[src/rtl/tau_est_pkg.sv]
// tau_est_pkg: definitions shared by the decay time-constant estimator.
//   state_t            measurement state machine encoding
//   E_INV_Q10_DEFAULT  1/e in Q0.10 (377/1024 ~= 0.368)
//   q10_scale()        unsigned value times a Q0.10 factor, truncated
package tau_est_pkg;

  typedef enum logic [1:0] {
    IDLE    = 2'd0,
    ARM     = 2'd1,
    MEASURE = 2'd2,
    FINISH  = 2'd3
  } state_t;

  localparam int E_INV_Q10_DEFAULT = 377;

  // Multiplies a 16-bit magnitude by a Q0.10 factor and drops the 10
  // fraction bits (truncation, no rounding). For a 12-bit sample and a
  // factor below 1024, the product fits in 22 bits and the result is
  // never larger than the input.
  function automatic logic [15:0] q10_scale(input logic [15:0] v,
                                            input logic [15:0] k);
    logic [31:0] p;
    p = {16'd0, v} * {16'd0, k};
    return p[25:10];
  endfunction

endpackage

[src/rtl/thr_cross_detect.sv]
// thr_cross_detect: threshold-crossing confirmation for the tau estimator.
// Counts consecutive accepted samples at or below thr. It remembers the
// index of the first sample of the current run. A sample above thr breaks
// the run, so the candidate is taken again at the start of the next run.
//   clk, reset  clock, synchronous active-high reset
//   clear       drop the run and the candidate (outside a measurement)
//   step        a sample is accepted this cycle
//   sample      sample under test
//   thr         crossing threshold (a sample equal to thr counts as crossed)
//   idx         index of the sample being accepted
//   hit         this step completes a run of CONFIRM samples
//   cand        index of the first sample of the run that includes this step
module thr_cross_detect #(
  parameter int SAMPLE_W = 12,
  parameter int CNT_W    = 16,
  parameter int CONFIRM  = 2
) (
  input  logic                clk,
  input  logic                reset,
  input  logic                clear,
  input  logic                step,
  input  logic [SAMPLE_W-1:0] sample,
  input  logic [SAMPLE_W-1:0] thr,
  input  logic [CNT_W-1:0]    idx,
  output logic                hit,
  output logic [CNT_W-1:0]    cand
);

  logic [2:0]       run_q;
  logic [CNT_W-1:0] cand_q;
  logic             below;

  assign below = (sample <= thr);

  // An empty run means this sample would open a new run, so it supplies
  // the candidate itself.
  assign cand = (run_q == 3'd0) ? idx : cand_q;

  assign hit = step && below && (({1'b0, run_q} + 4'd1) == 4'(CONFIRM));

  always_ff @(posedge clk) begin
    if (reset || clear) begin
      run_q  <= 3'd0;
      cand_q <= '0;
    end else if (step) begin
      if (below) begin
        run_q  <= run_q + 3'd1;
        cand_q <= cand;
      end else begin
        run_q  <= 3'd0;
      end
    end
  end

endmodule

[src/rtl/decay_tau_estimator.sv]
// decay_tau_estimator: recovers the time constant of a decaying waveform.
// On start, the first valid sample becomes V0 at index 0, and
// thr = V0 * 1/e is latched. The block then counts valid samples until
// CONFIRM consecutive samples are at or below thr. The index of the first
// sample of that run is reported in tau_cycles.
//   clk, reset    clock, synchronous active-high reset
//   start         one-cycle request; also restarts a running measurement
//   sample_valid  sample is valid this cycle
//   sample        waveform sample (unsigned)
//   busy          measurement in progress (ARM or MEASURE)
//   done          one-cycle pulse when a result is final
//   tau_cycles    result index, held until the next done
//   timeout       index saturated without a crossing (held with tau_cycles)
//   err_small     V0 below MIN_V0 (held with tau_cycles)
module decay_tau_estimator
  import tau_est_pkg::*;
#(
  parameter int SAMPLE_W  = 12,
  parameter int CNT_W     = 16,
  parameter int E_INV_Q10 = E_INV_Q10_DEFAULT,
  parameter int CONFIRM   = 2,
  parameter int MIN_V0    = 8
) (
  input  logic                clk,
  input  logic                reset,
  input  logic                start,
  input  logic                sample_valid,
  input  logic [SAMPLE_W-1:0] sample,
  output logic                busy,
  output logic                done,
  output logic [CNT_W-1:0]    tau_cycles,
  output logic                timeout,
  output logic                err_small
);

  localparam logic [CNT_W-1:0] IDX_MAX = '1;

  state_t              state, state_next;
  logic [SAMPLE_W-1:0] thr_q, thr_d;
  logic [CNT_W-1:0]    idx_q;
  logic                capture_v0, step, clear, hit;
  logic [CNT_W-1:0]    cand;
  logic                load_res, res_timeout, res_err;
  logic [CNT_W-1:0]    res_tau;

  // Threshold of the sample currently on the input. It is only latched
  // when that sample is taken as V0.
  assign thr_d = SAMPLE_W'(q10_scale(16'(sample), 16'(E_INV_Q10)));

  thr_cross_detect #(
    .SAMPLE_W (SAMPLE_W),
    .CNT_W    (CNT_W),
    .CONFIRM  (CONFIRM)
  ) u_detect (
    .clk    (clk),
    .reset  (reset),
    .clear  (clear),
    .step   (step),
    .sample (sample),
    .thr    (thr_q),
    .idx    (idx_q),
    .hit    (hit),
    .cand   (cand)
  );

  always_ff @(posedge clk) begin
    if (reset) state <= IDLE;
    else       state <= state_next;
  end

  always_comb begin
    state_next  = state;
    capture_v0  = 1'b0;
    step        = 1'b0;
    clear       = 1'b1;
    load_res    = 1'b0;
    res_tau     = '0;
    res_timeout = 1'b0;
    res_err     = 1'b0;
    case (state)
      IDLE: begin
        if (start) state_next = ARM;
      end
      ARM: begin
        // A start here only re-arms; the sample seen with it is not V0.
        if (start) begin
          state_next = ARM;
        end else if (sample_valid) begin
          capture_v0 = 1'b1;
          if (sample < SAMPLE_W'(MIN_V0)) begin
            state_next = FINISH;
            load_res   = 1'b1;
            res_err    = 1'b1;
          end else begin
            state_next = MEASURE;
          end
        end
      end
      MEASURE: begin
        clear = 1'b0;
        if (start) begin
          // Abort: no result is published for the discarded run.
          state_next = ARM;
          clear      = 1'b1;
        end else if (sample_valid) begin
          step = 1'b1;
          if (hit) begin
            state_next = FINISH;
            load_res   = 1'b1;
            res_tau    = cand;
          end else if (idx_q == IDX_MAX) begin
            state_next  = FINISH;
            load_res    = 1'b1;
            res_timeout = 1'b1;
            res_tau     = IDX_MAX;
          end
        end
      end
      FINISH: begin
        state_next = start ? ARM : IDLE;
      end
      default: state_next = IDLE;
    endcase
  end

  // Results load on the edge into FINISH, so they are already valid
  // during the done cycle and stay stable until the next done.
  always_ff @(posedge clk) begin
    if (reset) begin
      thr_q      <= '0;
      idx_q      <= '0;
      tau_cycles <= '0;
      timeout    <= 1'b0;
      err_small  <= 1'b0;
    end else begin
      if (capture_v0) begin
        thr_q <= thr_d;
        idx_q <= CNT_W'(1);
      end else if (step) begin
        idx_q <= idx_q + CNT_W'(1);
      end else if (state_next == ARM) begin
        idx_q <= '0;
      end
      if (load_res) begin
        tau_cycles <= res_tau;
        timeout    <= res_timeout;
        err_small  <= res_err;
      end
    end
  end

  assign busy = (state == ARM) || (state == MEASURE);
  assign done = (state == FINISH);

endmodule

[config.mk]
export PLATFORM = sky130hd
export DESIGN_NAME = decay_tau_estimator
export DESIGN_NICKNAME = d
export VERILOG_FILES = /design/src/rtl/tau_est_pkg.sv /design/src/rtl/thr_cross_detect.sv /design/src/rtl/decay_tau_estimator.sv
export SDC_FILE = /design/constraint.sdc
export NUM_CORES = 1
export LEC_CHECK = 0
export CAP_MARGIN = 20
export CORE_MARGIN = 3
export CORE_UTILIZATION = 34
export DETAILED_ROUTE_END_ITERATION = 12
export SLEW_MARGIN = 20
export SYNTH_ARGS = -nofsm -noshare
export SYNTH_HDL_FRONTEND = slang
export SYNTH_SLANG_ARGS = --single-unit
[constraint.sdc]
create_clock -name clk -period 5.75 [get_ports clk]
set_input_delay 1.4375 -clock clk [delete_from_list [all_inputs] [get_ports clk]]
set_output_delay 1.4375 -clock clk [all_outputs]
set_load 0.005 [all_outputs]
==> flow_metrics.tcl, run 1 <==
set metrics [dict create \
    cp_num_buf_inv 3 \
    drv_cap 0 \
    slew_headroom 0.284 \
    synthArstFlopShare 0 \
    clk_pin_slew_ns 0.05 \
    hold_violations 0 \
    syn_nets 707 \
    grt_max_degree 33 \
    cts_hold_buf 0 \
    final_area_um2 6330 \
    path_common_cell "fa_1" \
    min_path_type "flip-flop to flip-flop" \
    cp_slowest_cell "clkdlybuf4s50_1" \
    area_delta_synth_final_pct 21.8 \
    synth_compound_area_frac 0.162 \
    crit_family "adder cells" \
    synth_area_um2 5200 \
    worstSetupPathType "primary input to flip-flop" \
    tightestPinTransition_ns 1.07 \
    drt_iter0_drc 224 \
    io_pins 36 \
    place_congestion 0.858 \
    cts_root_buffer "clkbuf_16" \
    cp_cell_sequence "clkdlybuf4s50_1 -> inv_2 -> fa_1 -> inv_1 -> ha_1 -> fa_1 -> fa_1 -> ha_1 -> and4_1 -> a41oi_2 -> a21oi_2 -> or2_1 -> o21a_1 -> o21a_1 -> or3_1 -> a32o_1" \
    start_util 0.352 \
    start_kind "primary input" \
    yosys.area_share.simple 0.129 \
    layout_commonest_cell "inv_1" \
    finClkSkew_ns 0.00583 \
    fin_tns_setup_ns 0 \
    crit_path_end "thr_q[4]$_SDFFE_PP0P_" \
    final_layout_size_suffix_gt1_frac 0.119 \
    synth.avg_cell_area_um2 8.96 \
    die_y_um 130 \
    vias 4219 \
    fillers 1426 \
    cts_buffers 9 \
    peakVddDrop_mv 0.136 \
    yosys_warnings 0 \
    synth_adder_area_share 0.319 \
    yosys.area_share.xor_xnor 0.0236 \
    std_cell_rows 44 \
    synth_edf_count 0 \
    antenna_found_initial 0 \
    track_usage 0.148 \
    synthMuxAreaShare 0.0327 \
    numPortBuffers 35 \
    p_per_area_nw_per_um2 298 \
    clk_path_buf_depth 2 \
    crit_required_ns 5.97 \
    placed_cell_area_um2 5960 \
    htreeDepth 3 \
    cp.depth 16 \
    ys.flop_type "dfxtp_1" \
    clk_latency_ns 0.33 \
    ys_ff_latch 66 \
    fin_crit_sh 0.967 \
    p_leak_nw 2.82 \
    yosysSeqAreaShare 0.254 \
    crit_start "sample[4]" \
    grt_pass1_vias 4236 \
    synth.distinct_cells 52 \
    dr.pass1.iters 4 \
    syn_inst 580 \
    via_per_inst 5.06 \
    status "finished clean" \
    fmax_mhz 180 \
    final_cell_mix "81 x inv_1, 74 x ha_1, 66 x dfxtp_1" \
    hpwl_um 9280 \
    finalNetCount 773 \
    reg2reg_depth 12 \
    worst_slack_ns 0.187 \
    die_w_um 130 \
    drv_slew 0 \
    wl_um 11900 \
    grt_pass1_wl_um 20100 \
    n_antenna_cell 0 \
    critPathMaxStageDelay_ns 0.52 \
    cts_tree "yes" \
    cts_sinks 66 \
    core_um2 14800 \
    min_period_ns 5.56 \
    drc_errors 0 \
    pre_cts_ws_ns -0.297 \
    synth_top_family_by_area "adder cells" \
    setup_viol 0 \
    critPathArrivalTime_ns 5.78 \
    rrSetupSlack_ns 2.93 \
    end_kind "flip-flop" \
    routedWlPerCell_um 14.3 \
    power.total_mw 1.89 \
    reg2reg_from "thr_q[1]$_SDFFE_PP0P_" \
    r2r_end "tau_cycles[13]$_SDFFE_PP0P_" \
    ant_nets 0 \
    gr-total-overflow 0 \
    die_area_um2 16800 \
    path_max_fanout 3 \
]
## area by class of cell
class | instances | area, um^2 | area share
Clock buffer | 12 | 267 | 0.0421
Clock inverter | 2 | 12.5 | 0.00198
Inverter | 85 | 319 | 0.0504
Multi-Input combinational cell | 408 | 3500 | 0.554
Sequential cell | 66 | 1320 | 0.209
Tap cell | 184 | 230 | 0.0364
Timing Repair Buffer | 76 | 673 | 0.106
## metrics by stage
| stage | util | std cells | hold slack, ns |
|---|---|---|---|
| floorplan | - | 580 | 0.432 |
| CTS | 0.423 | 828 | 0.454 |
| global placement | 0.404 | 814 | 0.441 |
| global route | 0.429 | 833 | 0.473 |
| finish | 0.429 | 833 | 0.455 |
| detailed placement | 0.404 | 814 | 0.447 |
## worst reg2reg max path: cells and delay by family, from the launching register on
family | cells | cell delay (ns)
buffers and inverters | 2 | 0.29
AOI/OAI and AO/OA | 5 | 0.90
DFF | 1 | 0.33
and+or+nand+nor | 4 | 0.93
adders and majority gates | 1 | 0.28
## routing by layer
layer | vias to the layer above | part of all wire | GRT usage | wire length, um
li1 | 2128 | - | - | -
met4 | 0 | 0.015 | 0.0361 | 178
met5 | - | 0 | 0 | 0
met2 | 66 | 0.46 | 0.240 | 5520
met1 | 2011 | 0.49 | 0.202 | 5810
met3 | 14 | 0.034 | 0.0301 | 405
## registers in the layout (all words and copies together), names as in the netlist
register and count:
idx_q 16, tau_cycles 16, u_detect.cand_q 16, thr_q 11
u_detect.run_q 3, state 2, err_small 1, timeout 1
## how the worst min path moves through the flow
stage | start | endpoint | slack (ns) | cells past startpoint
finish | thr_q[9]$_SDFFE_PP0P_ | thr_q[9]$_SDFFE_PP0P_ | 0.46 | 2
global route | thr_q[3]$_SDFFE_PP0P_ | thr_q[3]$_SDFFE_PP0P_ | 0.47 | 2
CTS | thr_q[8]$_SDFFE_PP0P_ | thr_q[8]$_SDFFE_PP0P_ | 0.45 | 2
detailed placement | thr_q[8]$_SDFFE_PP0P_ | thr_q[8]$_SDFFE_PP0P_ | 0.45 | 2
global placement | thr_q[3]$_SDFFE_PP0P_ | thr_q[3]$_SDFFE_PP0P_ | 0.44 | 2
floorplan | thr_q[5]$_SDFFE_PP0P_ | thr_q[5]$_SDFFE_PP0P_ | 0.43 | 2
## cells by family (layout without fill, tap and decap cells)
| family | Yosys count | count (layout) |
|---|---|---|
| buffers and inverters | 106 | 175 |
| adder cells (fa/ha/maj) | 111 | 111 |
| XOR/XNOR | 14 | 14 |
| multiplexers | 17 | 17 |
| AND/OR/NAND/NOR | 141 | 141 |
| flip-flops | 66 | 66 |
| AO/OA/AOI/OAI | 125 | 125 |
## Yosys cell counts (all sizes together) (4+ instances only)
library cell / instances / area, um^2
or3: 6 / 37.5
a21o: 4 / 30.0
nor2: 52 / 203
nor3: 8 / 40.0
buf: 7 / 41.3
o21ai: 17 / 85.1
mux2i: 17 / 170
xnor2: 4 / 35.0
inv: 85 / 319
a311oi: 17 / 149
nor2b: 4 / 25.0
dfxtp: 66 / 1320
nand3: 13 / 65.1
clkbuf: 14 / 52.6
xor2: 10 / 87.6
ha: 75 / 938
nand2: 37 / 141
o21a: 6 / 45.0
a211oi: 17 / 128
a21oi: 43 / 226
nand4: 4 / 25.0
fa: 36 / 721
## report_power, final
group          internal, mW  switching, mW  total, mW
Combinational         0.450          0.452      0.901
Sequential            0.470        0.00682      0.476
Clock                 0.321          0.189      0.510
## repair_timing
action / CTS / global route
resized for setup: 0 / 17
endpoints found under the setup margin: 0 / 8
buffers inserted: 0 / 5
Power figures use the tool's default switching activity.
==> run 2: changes to the inputs <==
--- a/config.mk
+++ b/config.mk
@@ -5,6 +5,7 @@
 export SDC_FILE = /design/constraint.sdc
 export NUM_CORES = 1
 export LEC_CHECK = 0
+export ABC_AREA = 1
 export CAP_MARGIN = 20
 export CORE_MARGIN = 3
 export CORE_UTILIZATION = 34
==> run 2 against run 1 <==
Effect of this change:
- first-iteration DRC count rose by 39%
- worst hold slack got worse by 0.0054 ns
- total power is 23% higher
- count of clock-buffer cells in the layout increased by 2
- combinational power increased by 43%
- critical path depth increased by 5
- fmax is 2.9% higher
- clock skew is 0.00082 ns lower
- design area rose by 6.1%
- synthesized cell count increased by 29%
- cell count grew 23%
- critical path type unchanged
- largest power group unchanged
==> flow_metrics.tcl, run 2 <==
set metrics [dict create \
    status "finished clean" \
    top_regs "idx_q: 16 flops, tau_cycles: 16 flops, u_detect.cand_q: 16 flops" \
    grt_max_degree 34 \
    routedWlPerCell_um 12.4 \
    synth.avg_cell_area_um2 7.51 \
    ys.flop_type "dfxtp_1" \
    drv_cap 0 \
    fmax_mhz 185 \
    reg2reg_depth 13 \
    start_kind "primary input" \
    cts_tree "yes" \
    crit_required_ns 5.97 \
    worst_slack_ns 0.345 \
    rsz0062_at_grt "false" \
    critPathArrivalTime_ns 5.62 \
    finClkSkew_ns 0.00502 \
    gr-total-overflow 0 \
    synthTopCellsByCount "165 x inv_1, 105 x nand2_1, 77 x a21oi_1" \
    place_congestion 0.869 \
    slew_headroom 0.393 \
    finalNetCount 934 \
    antenna_found_initial 0 \
    yosysSeqAreaShare 0.234 \
    area_delta_synth_final_pct 19.1 \
    ys_ff_latch 66 \
    cts_sinks 66 \
    yosys_warnings 0 \
    vias 4818 \
    power.total_mw 2.33 \
    dp_cells 1012 \
    syn_nets 877 \
    pre_cts_ws_ns -0.0235 \
    hold_violations 0 \
    n_antenna_cell 0 \
    drc_errors 0 \
    synth.most_common_cell "inv_1" \
    worstSetupPathType "primary input to flip-flop" \
    cts_setup_buffers 0 \
    yosys.area.top_type_share 0.234 \
    htreeDepth 3 \
    min_path_type "flip-flop to flip-flop" \
    grt_pass1_wl_um 22400 \
    p_leak_nw 3.10 \
    io_pins 36 \
    cts_buffers 9 \
    p_per_area_nw_per_um2 347 \
    synthArstFlopShare 0 \
    hold_depth 2 \
    end_kind "flip-flop" \
    layout_commonest_cell "inv_1" \
    track_usage 0.150 \
    min_period_ns 5.41 \
    clk_path_buf_depth 2 \
    drt_iter0_drc 311 \
    wl_um 12700 \
    synth_top_area_cell "dfxtp_1" \
    dr.pass1.iters 5 \
    path_max_fanout 3 \
    start_util 0.351 \
    fin_crit_sh 0.940 \
    ant_nets 0 \
    synth.distinct_cells 37 \
    clk_latency_ns 0.33 \
    grt_pass1_vias 4650 \
    hpwl_um 9810 \
    die_w_um 135 \
    peakVddDrop_mv 0.166 \
    final_layout_size_suffix_gt1_frac 0.0727 \
    synth_area_um2 5640 \
    std_cell_rows 46 \
    yosys-top-cells-area "dfxtp_1 23%, ha_1 17%, fa_1 13%" \
    syn_inst 750 \
    tightestPinTransition_ns 0.908 \
    clk_pin_slew_ns 0.05 \
    drv_slew 0 \
    via_per_inst 4.69 \
    cts_root_buffer "clkbuf_16" \
    setup_viol 0 \
    synth_edf_count 0 \
    die_area_um2 18200 \
    numPortBuffers 35 \
    timing.hold.ws_ns 0.450 \
    instances_no_fill 1028 \
    final_cell_mix "165 x inv_1, 105 x nand2_1, 76 x a21oi_1" \
    core_um2 16100 \
    die_y_um 135 \
    utilization 0.418 \
]
run 2: cell count changes after synthesis, sizes merged, moves of 5 or more:
cell and change:
or3 -6, nor2 -21, mux2i -17, o21ai +43, nand3 +29, o211ai +21
o21a -6, a211oi -16, a311oi -17, nand2 +68, a21oi +34, inv +83
nand4 +5
run 2: layout make-up:
type / instances / area, um^2
Multi-Input combinational cell: 494 / 3590
Tap cell: 216 / 270
Fill cell: 1647 / 9340
Clock buffer: 14 / 264
Timing Repair Buffer: 68 / 598
Clock inverter: 2 / 35.0
Inverter: 168 / 631
Sequential cell: 66 / 1320
run 2: critical path: stages:
cell             delay [ns]
clkdlybuf4s50_1        0.47
inv_1                  0.07
fa_1                   0.53
inv_1                  0.05
fa_1                   0.46
fa_1                   0.54
inv_1                  0.05
fa_1                   0.53
inv_1                  0.04
ha_1                   0.33
a21oi_2                0.17
inv_1                  0.05
a31oi_1                0.13
nand2_1                0.12
nand2_1                0.09
nand2_1                0.10
nand2_1                0.07
nand2_1                0.05
xor2_1                 0.13
o21ai_0                0.14
inv_1                  0.05
run 2: path summary, 6_finish.rpt:
check	startpoint	to	slack [ns]
setup / recovery	sample[5]	thr_q[4]$_SDFFE_PP0P_	0.34
hold / removal	u_detect.cand_q[11]$_SDFFE_PP0P_	u_detect.cand_q[11]$_SDFFE_PP0P_	0.45
setup reg to reg	thr_q[9]$_SDFFE_PP0P_	idx_q[1]$_SDFFE_PP0P_	2.76
hold reg to reg	u_detect.cand_q[11]$_SDFFE_PP0P_	u_detect.cand_q[11]$_SDFFE_PP0P_	0.45
run 2: cell families (layout without fill, tap and decap cells):
kind of cell / count (synthesis) / in the layout / synth area share
adders and majority gates: 111 / 111 / 0.294
AOI/OAI and AO/OA: 177 / 177 / 0.178
xor gates and xnor gates: 6 / 6 / 0.00932
and+or+nand+nor: 200 / 200 / 0.155
DFF: 66 / 66 / 0.234
buffers and inverters: 190 / 252 / 0.128
run 2: power breakdown:
group | internal, mW | switching [mW]
Clock | 0.359 | 0.190
Combinational | 0.512 | 0.774
Sequential | 0.479 | 0.0162
run 2: stage by stage:
step                      area, um^2  setup TNS [ns]
after floorplan                 5640               0
after global routing            6710               0
after CTS                       6710               0
after detailed placement        6410         -0.0235
final                           6710               0
after global placement          6410               0
run 2: timing repair:
action / CTS / global route
setup endpoints to repair: 0 / 5
gates resized for setup: 0 / 1
hold buffers: 0 / 0
run 2: layer usage:
metal	track usage	vias up	share of wire	routed length [um]
li1	-	2560	-	-
met1	0.225	2171	0.53	6810
met2	0.225	74	0.42	5290
met3	0.0220	13	0.035	446
met4	0.0379	0	0.015	189
met5	0	-	0	0
